<file path="config.mk">
export PLATFORM = sky130hd
export DESIGN_NAME = inst_fetch_queue_flat
export DESIGN_NICKNAME = d
export VERILOG_FILES = /design/src/rtl/inst_fetch_queue_if.sv /design/src/rtl/inst_fetch_queue.sv /design/src/flat_wrapper.sv
export SDC_FILE = /design/constraint.sdc
export NUM_CORES = 1
export LEC_CHECK = 0
export CORE_MARGIN = 4
export CORE_UTILIZATION = 55
export DETAILED_ROUTE_END_ITERATION = 6
export HOLD_SLACK_MARGIN = 0.06
export PLACE_DENSITY = 0.8
export SYNTH_ARGS = -nofsm -noshare
export SYNTH_HDL_FRONTEND = slang
export SYNTH_SLANG_ARGS = --single-unit
export TNS_END_PERCENT = 20
</file>
<file path="constraint.sdc">
create_clock -name clk -period 2.6 [get_ports clk]
set_input_delay 0.52 -clock clk [delete_from_list [all_inputs] [get_ports clk]]
set_output_delay 0.52 -clock clk [all_outputs]
set_load 0.01 [all_outputs]
</file>
<file path="src/rtl/inst_fetch_queue_if.sv">
// Fetch-queue bundle: redirect from decode, instruction-memory request/response, decode-side head entry.
// Handshake: a transfer happens on a rising clk edge with valid && ready both 1; until then the sender
// holds valid and payload stable (a redirect may move mem_req_addr). mem_rsp_valid has no ready: always taken.
interface inst_fetch_queue_if #(parameter int PC_W = 8);
  logic            redirect;
  logic [PC_W-1:0] redirect_pc;
  logic            mem_req_valid;
  logic [PC_W-1:0] mem_req_addr;
  logic            mem_req_ready;
  logic            mem_rsp_valid;
  logic [31:0]     mem_rsp_data;
  logic            dec_valid;
  logic [31:0]     dec_inst;
  logic [PC_W-1:0] dec_pc;
  logic            dec_ready;

  modport master (
    input  redirect, redirect_pc, mem_req_ready, mem_rsp_valid, mem_rsp_data, dec_ready,
    output mem_req_valid, mem_req_addr, dec_valid, dec_inst, dec_pc
  );

  modport slave (
    output redirect, redirect_pc, mem_req_ready, mem_rsp_valid, mem_rsp_data, dec_ready,
    input  mem_req_valid, mem_req_addr, dec_valid, dec_inst, dec_pc
  );
endinterface

</file>
<file path="src/rtl/inst_fetch_queue.sv">
// Instruction fetch queue: credit-limited fetch requests, in-order responses into a FIFO, redirect flush/drain.
// Optional macro IFQ_BYPASS_EN forwards a response straight to decode when the FIFO is empty.
module inst_fetch_queue #(
  parameter int DEPTH = 4,
  parameter int PC_W  = 8
) (
  input  logic                     clk,
  input  logic                     rst,
  inst_fetch_queue_if.master       bus,
  output logic                     dbg_state,
  output logic [$clog2(DEPTH):0]   dbg_count,
  output logic [$clog2(DEPTH):0]   dbg_outstanding,
  output logic [$clog2(DEPTH):0]   dbg_discard
);
  localparam int AW = $clog2(DEPTH);
  localparam int CW = AW + 1;
  localparam logic [CW:0]     DEPTH_C = (CW+1)'(DEPTH);
  localparam logic [PC_W-1:0] PC_STEP = PC_W'(4);

  typedef enum logic {ST_FETCH = 1'b0, ST_DRAIN = 1'b1} state_t;
  state_t state, state_nxt;

  logic [31:0]     inst_mem [DEPTH];
  logic [PC_W-1:0] pc_mem   [DEPTH];
  logic [AW-1:0]   wr_ptr, rd_ptr;
  logic [CW-1:0]   count, outstanding, discard_cnt, out_nxt;
  logic [PC_W-1:0] fetch_pc, rsp_pc;
  logic [CW:0]     occupancy;
  logic            fifo_nonempty, req_fire, rsp_accept, rsp_drop;
  logic            byp_active, byp_take, push, pop;

  assign occupancy     = {1'b0, count} + {1'b0, outstanding};
  assign fifo_nonempty = (count != '0);
  assign req_fire      = bus.mem_req_valid & bus.mem_req_ready;
  // Outstanding after this cycle's request and response; also the drain length on a redirect.
  assign out_nxt       = outstanding + CW'(req_fire) - CW'(bus.mem_rsp_valid);

`ifdef IFQ_BYPASS_EN
  assign byp_active = ~rst & rsp_accept & ~fifo_nonempty;
`else
  assign byp_active = 1'b0;
`endif
  assign byp_take = byp_active & bus.dec_ready;
  assign push     = rsp_accept & ~byp_take;
  assign pop      = fifo_nonempty & bus.dec_ready;

  always_ff @(posedge clk or posedge rst) begin
    if (rst) state <= ST_FETCH;
    else     state <= state_nxt;
  end

  always_comb begin
    state_nxt = state;
    if (bus.redirect)
      state_nxt = (out_nxt != '0) ? ST_DRAIN : ST_FETCH;
    else if (state == ST_DRAIN && bus.mem_rsp_valid && discard_cnt == CW'(1))
      state_nxt = ST_FETCH;
  end

  always_comb begin
    bus.mem_req_valid = 1'b0;
    rsp_accept        = 1'b0;
    rsp_drop          = 1'b0;
    case (state)
      ST_FETCH: begin
        bus.mem_req_valid = ~rst & (occupancy < DEPTH_C);
        rsp_accept        = bus.mem_rsp_valid & ~bus.redirect;
      end
      ST_DRAIN: rsp_drop = bus.mem_rsp_valid;
      default: ;
    endcase
  end

  always_ff @(posedge clk or posedge rst) begin
    if (rst) begin
      wr_ptr      <= '0;
      rd_ptr      <= '0;
      count       <= '0;
      outstanding <= '0;
      discard_cnt <= '0;
      fetch_pc    <= '0;
      rsp_pc      <= '0;
    end else begin
      outstanding <= out_nxt;
      if (bus.redirect) begin
        wr_ptr      <= '0;
        rd_ptr      <= '0;
        count       <= '0;
        discard_cnt <= out_nxt;
        fetch_pc    <= bus.redirect_pc;
        rsp_pc      <= bus.redirect_pc;
      end else begin
        if (req_fire)   fetch_pc <= fetch_pc + PC_STEP;
        if (rsp_accept) rsp_pc   <= rsp_pc + PC_STEP;
        if (push)       wr_ptr   <= wr_ptr + AW'(1);
        if (pop)        rd_ptr   <= rd_ptr + AW'(1);
        count <= count + CW'(push) - CW'(pop);
        if (rsp_drop && discard_cnt != '0) discard_cnt <= discard_cnt - CW'(1);
      end
    end
  end

  always_ff @(posedge clk) begin
    if (push) begin
      inst_mem[wr_ptr] <= bus.mem_rsp_data;
      pc_mem[wr_ptr]   <= rsp_pc;
    end
  end

  // Empty FIFO shows zeros so the decode bus is clean when nothing is valid.
  always_comb begin
    bus.dec_valid = fifo_nonempty;
    bus.dec_inst  = fifo_nonempty ? inst_mem[rd_ptr] : 32'h0;
    bus.dec_pc    = fifo_nonempty ? pc_mem[rd_ptr] : '0;
    if (byp_active) begin
      bus.dec_valid = 1'b1;
      bus.dec_inst  = bus.mem_rsp_data;
      bus.dec_pc    = rsp_pc;
    end
  end

  assign bus.mem_req_addr    = fetch_pc;
  assign dbg_state           = state;
  assign dbg_count           = count;
  assign dbg_outstanding     = outstanding;
  assign dbg_discard         = discard_cnt;
endmodule

</file>
<file path="src/flat_wrapper.sv">
// flat-port wrapper written by rule: the top's interface ports become plain ports
module inst_fetch_queue_flat 
#(
  parameter int DEPTH = 4,
  parameter int PC_W  = 8
)
  (clk, rst, dbg_state, dbg_count, dbg_outstanding, dbg_discard, bus_redirect, bus_redirect_pc, bus_mem_req_ready, bus_mem_rsp_valid, bus_mem_rsp_data, bus_dec_ready, bus_mem_req_valid, bus_mem_req_addr, bus_dec_valid, bus_dec_inst, bus_dec_pc);
  inst_fetch_queue_if #(.PC_W(PC_W)) bus_i ();
  input  logic clk;
  input  logic rst;
  output logic dbg_state;
  output logic [$clog2(DEPTH):0] dbg_count;
  output logic [$clog2(DEPTH):0] dbg_outstanding;
  output logic [$clog2(DEPTH):0] dbg_discard;
  input wire logic [$bits(bus_i.redirect)-1:0] bus_redirect;
  input wire logic [$bits(bus_i.redirect_pc)-1:0] bus_redirect_pc;
  input wire logic [$bits(bus_i.mem_req_ready)-1:0] bus_mem_req_ready;
  input wire logic [$bits(bus_i.mem_rsp_valid)-1:0] bus_mem_rsp_valid;
  input wire logic [$bits(bus_i.mem_rsp_data)-1:0] bus_mem_rsp_data;
  input wire logic [$bits(bus_i.dec_ready)-1:0] bus_dec_ready;
  output wire logic [$bits(bus_i.mem_req_valid)-1:0] bus_mem_req_valid;
  output wire logic [$bits(bus_i.mem_req_addr)-1:0] bus_mem_req_addr;
  output wire logic [$bits(bus_i.dec_valid)-1:0] bus_dec_valid;
  output wire logic [$bits(bus_i.dec_inst)-1:0] bus_dec_inst;
  output wire logic [$bits(bus_i.dec_pc)-1:0] bus_dec_pc;
  assign bus_i.redirect = bus_redirect;
  assign bus_i.redirect_pc = bus_redirect_pc;
  assign bus_i.mem_req_ready = bus_mem_req_ready;
  assign bus_i.mem_rsp_valid = bus_mem_rsp_valid;
  assign bus_i.mem_rsp_data = bus_mem_rsp_data;
  assign bus_i.dec_ready = bus_dec_ready;
  assign bus_mem_req_valid = bus_i.mem_req_valid;
  assign bus_mem_req_addr = bus_i.mem_req_addr;
  assign bus_dec_valid = bus_i.dec_valid;
  assign bus_dec_inst = bus_i.dec_inst;
  assign bus_dec_pc = bus_i.dec_pc;
  inst_fetch_queue #(.DEPTH(DEPTH), .PC_W(PC_W)) u_core (.clk(clk), .rst(rst), .bus(bus_i), .dbg_state(dbg_state), .dbg_count(dbg_count), .dbg_outstanding(dbg_outstanding), .dbg_discard(dbg_discard));
endmodule
</file>
Word level (Yosys, flattened, before mapping)
Memories as Yosys holds them, arrays and structs flattened.
Index checks and enable logic that the tools add are counted.
{"block": "word_totals", "regBits": 30, "ramBits": 160, "inputBits": 46, "output_inout_bits": 60, "elab_cells": 60, "memories": 2}
{"block": "classes", "add_sub_neg": 10, "order_cmp": 1, "n_eq_ne": 1, "muxes": 21, "n_bitwise": 6, "n_reduce_logical": 11}
{"name": "u_core.inst_mem", "depth": 4, "width": 32, "read_ports": 1, "rd_clocked_by_memory_dff": 0, "wr": 1, "line_no": "inst_fetch_queue.sv:23", "source": "logic [31:0] inst_mem [DEPTH];"}
{"name": "u_core.pc_mem", "depth": 4, "width": 8, "read_ports": 1, "rd_clocked_by_memory_dff": 0, "wr": 1, "line_no": "inst_fetch_queue.sv:24", "source": "logic [PC_W-1:0] pc_mem [DEPTH];"}
{"cell": "8-bit 2-to-1 mux", "count": 5}
{"cell": "32-bit 2-to-1 mux", "count": 1}
{"cell": "8-bit by 3-bit adder with 8-bit output, second input constant", "count": 2}
{"cell": "2-bit nonzero test", "count": 5}
{"cell": "3-bit 2-to-1 mux", "count": 3}
{"cell": "3-bit nonzero test", "count": 3}
{"cell": "1-bit 2-to-1 mux", "count": 8}
{"cell": "2-bit 2-to-1 mux", "count": 4}
{"cell": "3-bit by 1-bit adder with 3-bit output", "count": 2}
{"cell": "3-bit by 1-bit subtractor with 3-bit output", "count": 2}
{"cell": "2-bit by 1-bit adder with 2-bit output, second input constant", "count": 2}
{"cell": "3-bit by 3-bit adder with 4-bit output", "count": 1}
{"cell": "1-bit bitwise AND", "count": 4}
{"cell": "4-bit by 3-bit less-than comparator with 1-bit output, second input constant", "count": 1}
{"cell": "3-bit by 1-bit == test with 1-bit output, second input constant", "count": 1}
{"cell": "1-bit logical AND", "count": 3}
{"cell": "3-bit by 1-bit subtractor with 3-bit output, second input constant", "count": 1}
{"cell": "1-bit inverter", "count": 2}

Depth between registers and ports, before layout
Gate-level depths: netlist (run 1).
{"block": "logic_depth", "depth_word": 10, "mapped_depth": 9, "depth_no_buf": 9}

Least setup slack after synthesis (run 1)
No wires, ideal clock.
{"block": "synth_timing", "path_kind": "register to register", "from": "reg u_core.count[1] (netlist: u_core.dbg_count[1])", "to": "reg u_core.discard_cnt[2] (netlist: u_core.dbg_discard[2])", "setup_time_ps": 125, "arrival_time_ps": 2286, "t_required_ps": 2475, "setup_slack_ps": 189, "stages_incl_launch_ff": 8, "path_buffers": 0, "synth_period_minus_slack_ps": 2411, "cell_sequence": "dfrtp_1 > ha_1 > nand3_1 > and4_1 > ha_1 > fa_1 > xnor3_1 > mux2_2"}
{"block": "synth_between", "elab_chain_cells": 8}
{"element": "start, declared", "line_no": "inst_fetch_queue.sv:26", "source": "logic [CW-1:0] count, outstanding, discard_cnt, out_nxt;"}
{"element": "start signal, assigned", "line_no": "inst_fetch_queue.sv:97", "source": "count <= count + CW'(push) - CW'(pop);"}
{"element": "3-bit by 3-bit adder with 4-bit output", "line_no": "inst_fetch_queue.sv:32", "source": "assign occupancy = {1'b0, count} + {1'b0, outstanding};"}
{"element": "4-bit by 3-bit less-than comparator with 1-bit output", "line_no": "inst_fetch_queue.sv:66", "source": "bus.mem_req_valid = ~rst & (occupancy < DEPTH_C);"}
{"element": "1-bit bitwise AND", "line_no": "inst_fetch_queue.sv:66"}
{"element": "1-bit 2-to-1 mux", "line_no": "inst_fetch_queue.sv:64", "source": "case (state)"}
{"element": "1-bit bitwise AND", "line_no": "inst_fetch_queue.sv:34", "source": "assign req_fire = bus.mem_req_valid & bus.mem_req_ready;"}
{"element": "3-bit by 1-bit adder with 3-bit output", "line_no": "inst_fetch_queue.sv:36", "source": "assign out_nxt = outstanding + CW'(req_fire) - CW'(bus.mem_rsp_valid);"}
{"element": "3-bit by 1-bit subtractor with 3-bit output", "line_no": "inst_fetch_queue.sv:36"}
{"element": "via u_core.out_nxt[2]", "line_no": "inst_fetch_queue.sv:26"}
{"element": "3-bit 2-to-1 mux", "line_no": "inst_fetch_queue.sv:85", "source": "if (bus.redirect) begin"}
{"element": "end signal, assigned", "line_no": "inst_fetch_queue.sv:89", "source": "discard_cnt <= out_nxt;"}
{"element": "end signal, assigned", "line_no": "inst_fetch_queue.sv:98", "source": "if (rsp_drop && discard_cnt != '0) discard_cnt <= discard_cnt - CW'(1);"}
{"element": "end, declared", "line_no": "inst_fetch_queue.sv:26"}
The timed path passes the listed nets, and every way through them passes these cells.
A chain may end at the register's enable or synchronous reset.

Worst setup path in the final report (run 1)
{"block": "layout_timing", "from": "reg u_core.rd_ptr[0]", "to": "out bus_dec_inst[21]"}
{"block": "layout_between", "elab_chain_cells": 2}
{"element": "start, declared", "line_no": "inst_fetch_queue.sv:25", "source": "logic [AW-1:0] wr_ptr, rd_ptr;"}
{"element": "start signal, assigned", "line_no": "inst_fetch_queue.sv:96", "source": "if (pop) rd_ptr <= rd_ptr + AW'(1);"}
{"element": "memory read 4 x 32 bit"}
{"element": "32-bit 2-to-1 mux", "line_no": "inst_fetch_queue.sv:113", "source": "bus.dec_inst = fifo_nonempty ? inst_mem[rd_ptr] : 32'h0;"}
{"element": "end, declared", "line_no": "flat_wrapper.sv:24", "source": "output wire logic [$bits(bus_i.dec_inst)-1:0] bus_dec_inst;"}
Every way passes these cells.

==> reports/metrics.cfg, run 1 <==
[sta]
skew_ns=0.00861
post-route-period-util_pct=102
slew_viol_final=0
final_hold_viol_count=0
worstMarginPinSlew_ns=0.443
timing.hold.ws_ns=0.522
fin_tns_setup_ns=-0.121
post-route-min-period_ns=2.65
rsz0062_at_grt=true
finalSetupViolations=12
fmax_mhz=378
slew_headroom_pct=70.1
timing.final.ws_setup_ns=-0.0453

[route]
drc=0
vias=4352
wl_per_cell_um=20.2
drtAntennaViolNets=0
routed_wl_um=15400
drt_pass1_iterations=4
via_per_inst=5.73
drtIter0Drc=326

[power]
p_per_area_mw_per_mm2=939
vdd_drop_max_uv=693
p_total_mw=9.33
p_leak_nw=3.65

[synth]
ys_warn_count=0
avgSynthCellArea_sq_um=17.7
yosys.area.top_type_share_pct=61.3
yosys_register_bits=190
ys_types=44
synth_area_sq_mm=0.00784
synthArstFlopShare_pct=15.8
synthCells=442
synth-edff-count=160
synthTopCellsByArea=edfxtp_1, mux4_2, dfrtp_1
synth_ff_type=edfxtp_1
synth.most_common_cell=edfxtp_1
yosysTopAreaCell=edfxtp_1
synth_common_cells=edfxtp_1, nor2b_1, mux4_2, dfrtp_1, inv_1
postSynthNetCount=505
seq_area_frac_synth_pct=70.9

[floorplan]
core_sq_mm=0.0139
initial_utilization_pct=56.2
fp.dieArea_sq_mm=0.0162
top_level_ports=106
fp.dieH_um=127
rows=43
die_x_um=127

[cells_and_area]
num-nets-final=629
syn2layout_area_growth_pct=26.7
layout-drive-gt1-share_pct=17.8
regArea_sq_mm=0.00556
insertedDiodeCount=0
multi_input_area_sq_mm=0.00212
fin_util_pct=71.3
layout.cells.non_filler=759
num-fill-cells=847
stdcell_area_sq_mm=0.00993

[place]
gp_congestion=0.874
dp_slack_ns=-0.0582
io_buffers=105
dp.final_hpwl_um=9450
post_dp_cell_area_sq_mm=0.00930
numPlacedInstances=725

[worst_setup_path]
crit_required_ns=2.08
end_kind=output port
worstPathMaxFanout=15
critical_path_arrival_ns=2.13
worstSetupPathType=flop to output port
startpoint_type=flop

[run_status]
violations=negative setup slack
status=complete, but fails checks

[cts]
htree_levels=4
root_buffer=clkbuf_16
postCtsHoldBufs=0
cts_tree=done
clock_latency_ns=0.42
path_clk_slew_ns=0.06
cts_sinks=190
clock_path_buffers=2
cts_buffers=17

[global_route]
track_usage_pct=20.1
grt_pass1_vias=4575
grt_max_degree=42
grt_pass1_wl_um=24400
antenna_found_initial=0
grt_overflow_total=0

[worst_hold_path]
holdCritPathClass=flop to flop

[run]
cap_violations=0

routing by layer:
layer | vias to the layer above | global-route usage (%) | routed length, um
met5 | - | 0 | 0
met4 | 0 | 4.79 | 148
met3 | 14 | 6.23 | 1170
met2 | 166 | 34.2 | 7900
met1 | 2224 | 25.4 | 6140
li1 | 1948 | - | -
area by class of cell:
class	instances	share of cell area, %
Sequential cell	190	56.0
Multi-Input combinational cell	206	21.3
Timing Repair Buffer	130	13.7
Clock buffer	22	4.47
Tap cell	180	2.27
Clock inverter	10	1.45
Inverter	21	0.794
where the power goes:
group,internal (mW),switching [mW],leakage (nW)
registers,3.56,0.193,1.80
logic,1.61,1.38,1.56
clock network,1.59,0.994,0.284
cell families (layout without fill, tap and decap cells):
family	count (synthesis)	in the layout	synth area share, %
xor gates and xnor gates	9	9	1.18
adders and majority gates	17	17	2.91
muxes	45	45	12.2
DFF	190	190	70.9
buffers and inverters	46	183	2.39
and+or+nand+nor	105	105	7.77
AOI/OAI and AO/OA	30	30	2.68
critical path: stages, from the launching register on:
cell and delay [ns]:
dfrtp_2 0.42, buf_12 0.12, buf_12 0.17, mux4_2 0.54, nor2b_1 0.16, dlygate4sd2_1 0.28
flip-flops by register name (all words and copies together), names as in the netlist, 3 cells and up:
register,cells
u_core.dbg_count,3
u_core.pc_mem,32
u_core.rsp_pc,8
u_core.dbg_outstanding,3
u_core.inst_mem,128
u_core.dbg_discard,3
u_core.bus.mem_req_addr,8
final timing paths:
| kind | startpoint | cells past startpoint | slack (ns) | to |
|---|---|---|---|---|
| worst max-delay path | u_core.rd_ptr[0]$_DFFE_PP0P_ | 5 | -0.05 | bus_dec_inst[21] |
| worst min-delay path | u_core.rsp_pc[1]$_DFFE_PP0P_ | 0 | 0.52 | u_core.pc_mem[0][1]$_DFFE_PP_ |
| worst max register to register | u_core.dbg_outstanding[1]$_DFF_PP0_ | 7 | 0.08 | u_core.dbg_discard[2]$_DFFE_PP0P_ |
| worst min register to register | u_core.rsp_pc[1]$_DFFE_PP0P_ | 0 | 0.52 | u_core.pc_mem[0][1]$_DFFE_PP_ |
| max in group asynchronous | rst | 3 | 1.75 | u_core.rd_ptr[1]$_DFFE_PP0P_ |
| min in group asynchronous | rst | 3 | 0.55 | u_core.bus.mem_req_addr[4]$_DFFE_PP0N_ |
placed cells by master (no fill, tap or decap), drive strengths merged, types with 4 or more instances in the layout:
cell           netlist  final
nor4                 4      4
nor2b               46     46
nand2                9      9
buf                 11     24
ha                  15     15
o21ai                9      9
xnor2                6      6
bufinv               0      4
clkinv               0      6
clkbuf              14     24
a31oi                4      4
and3                 5      5
nor2                15     15
dlymetal6s2s         0     10
inv                 21     21
clkdlybuf4s50        0     63
mux4                40     40
edfxtp             160    160
nor3                 5      5
a211oi               5      5
dfrtp               30     30
dlygate4sd2          0     29
timing repair:
| item | in CTS | in global routing |
|---|---|---|
| setup buffers | 1 | 1 |
| gates resized for setup | 37 | 16 |
| endpoints found under the setup margin | 41 | 42 |
Power figures use the tool's default switching activity.
==> inputs of run 2 (changes only) <==
--- a/config.mk
+++ b/config.mk
@@ -5,6 +5,7 @@
 export SDC_FILE = /design/constraint.sdc
 export NUM_CORES = 1
 export LEC_CHECK = 0
+export CAP_MARGIN = 10
 export CORE_MARGIN = 4
 export CORE_UTILIZATION = 55
 export DETAILED_ROUTE_END_ITERATION = 6
==> results of run 2 <==
Final layout, timing and power as in run 1 (identical DEF).
==> inputs of run 3 (changes only) <==
--- a/config.mk
+++ b/config.mk
@@ -9,6 +9,7 @@
 export CORE_MARGIN = 4
 export CORE_UTILIZATION = 55
 export DETAILED_ROUTE_END_ITERATION = 6
+export GPL_ROUTABILITY_DRIVEN = 0
 export HOLD_SLACK_MARGIN = 0.06
 export PLACE_DENSITY = 0.8
 export SYNTH_ARGS = -nofsm -noshare
==> results of run 3 <==
Final layout, timing and power as in run 1 (identical DEF).
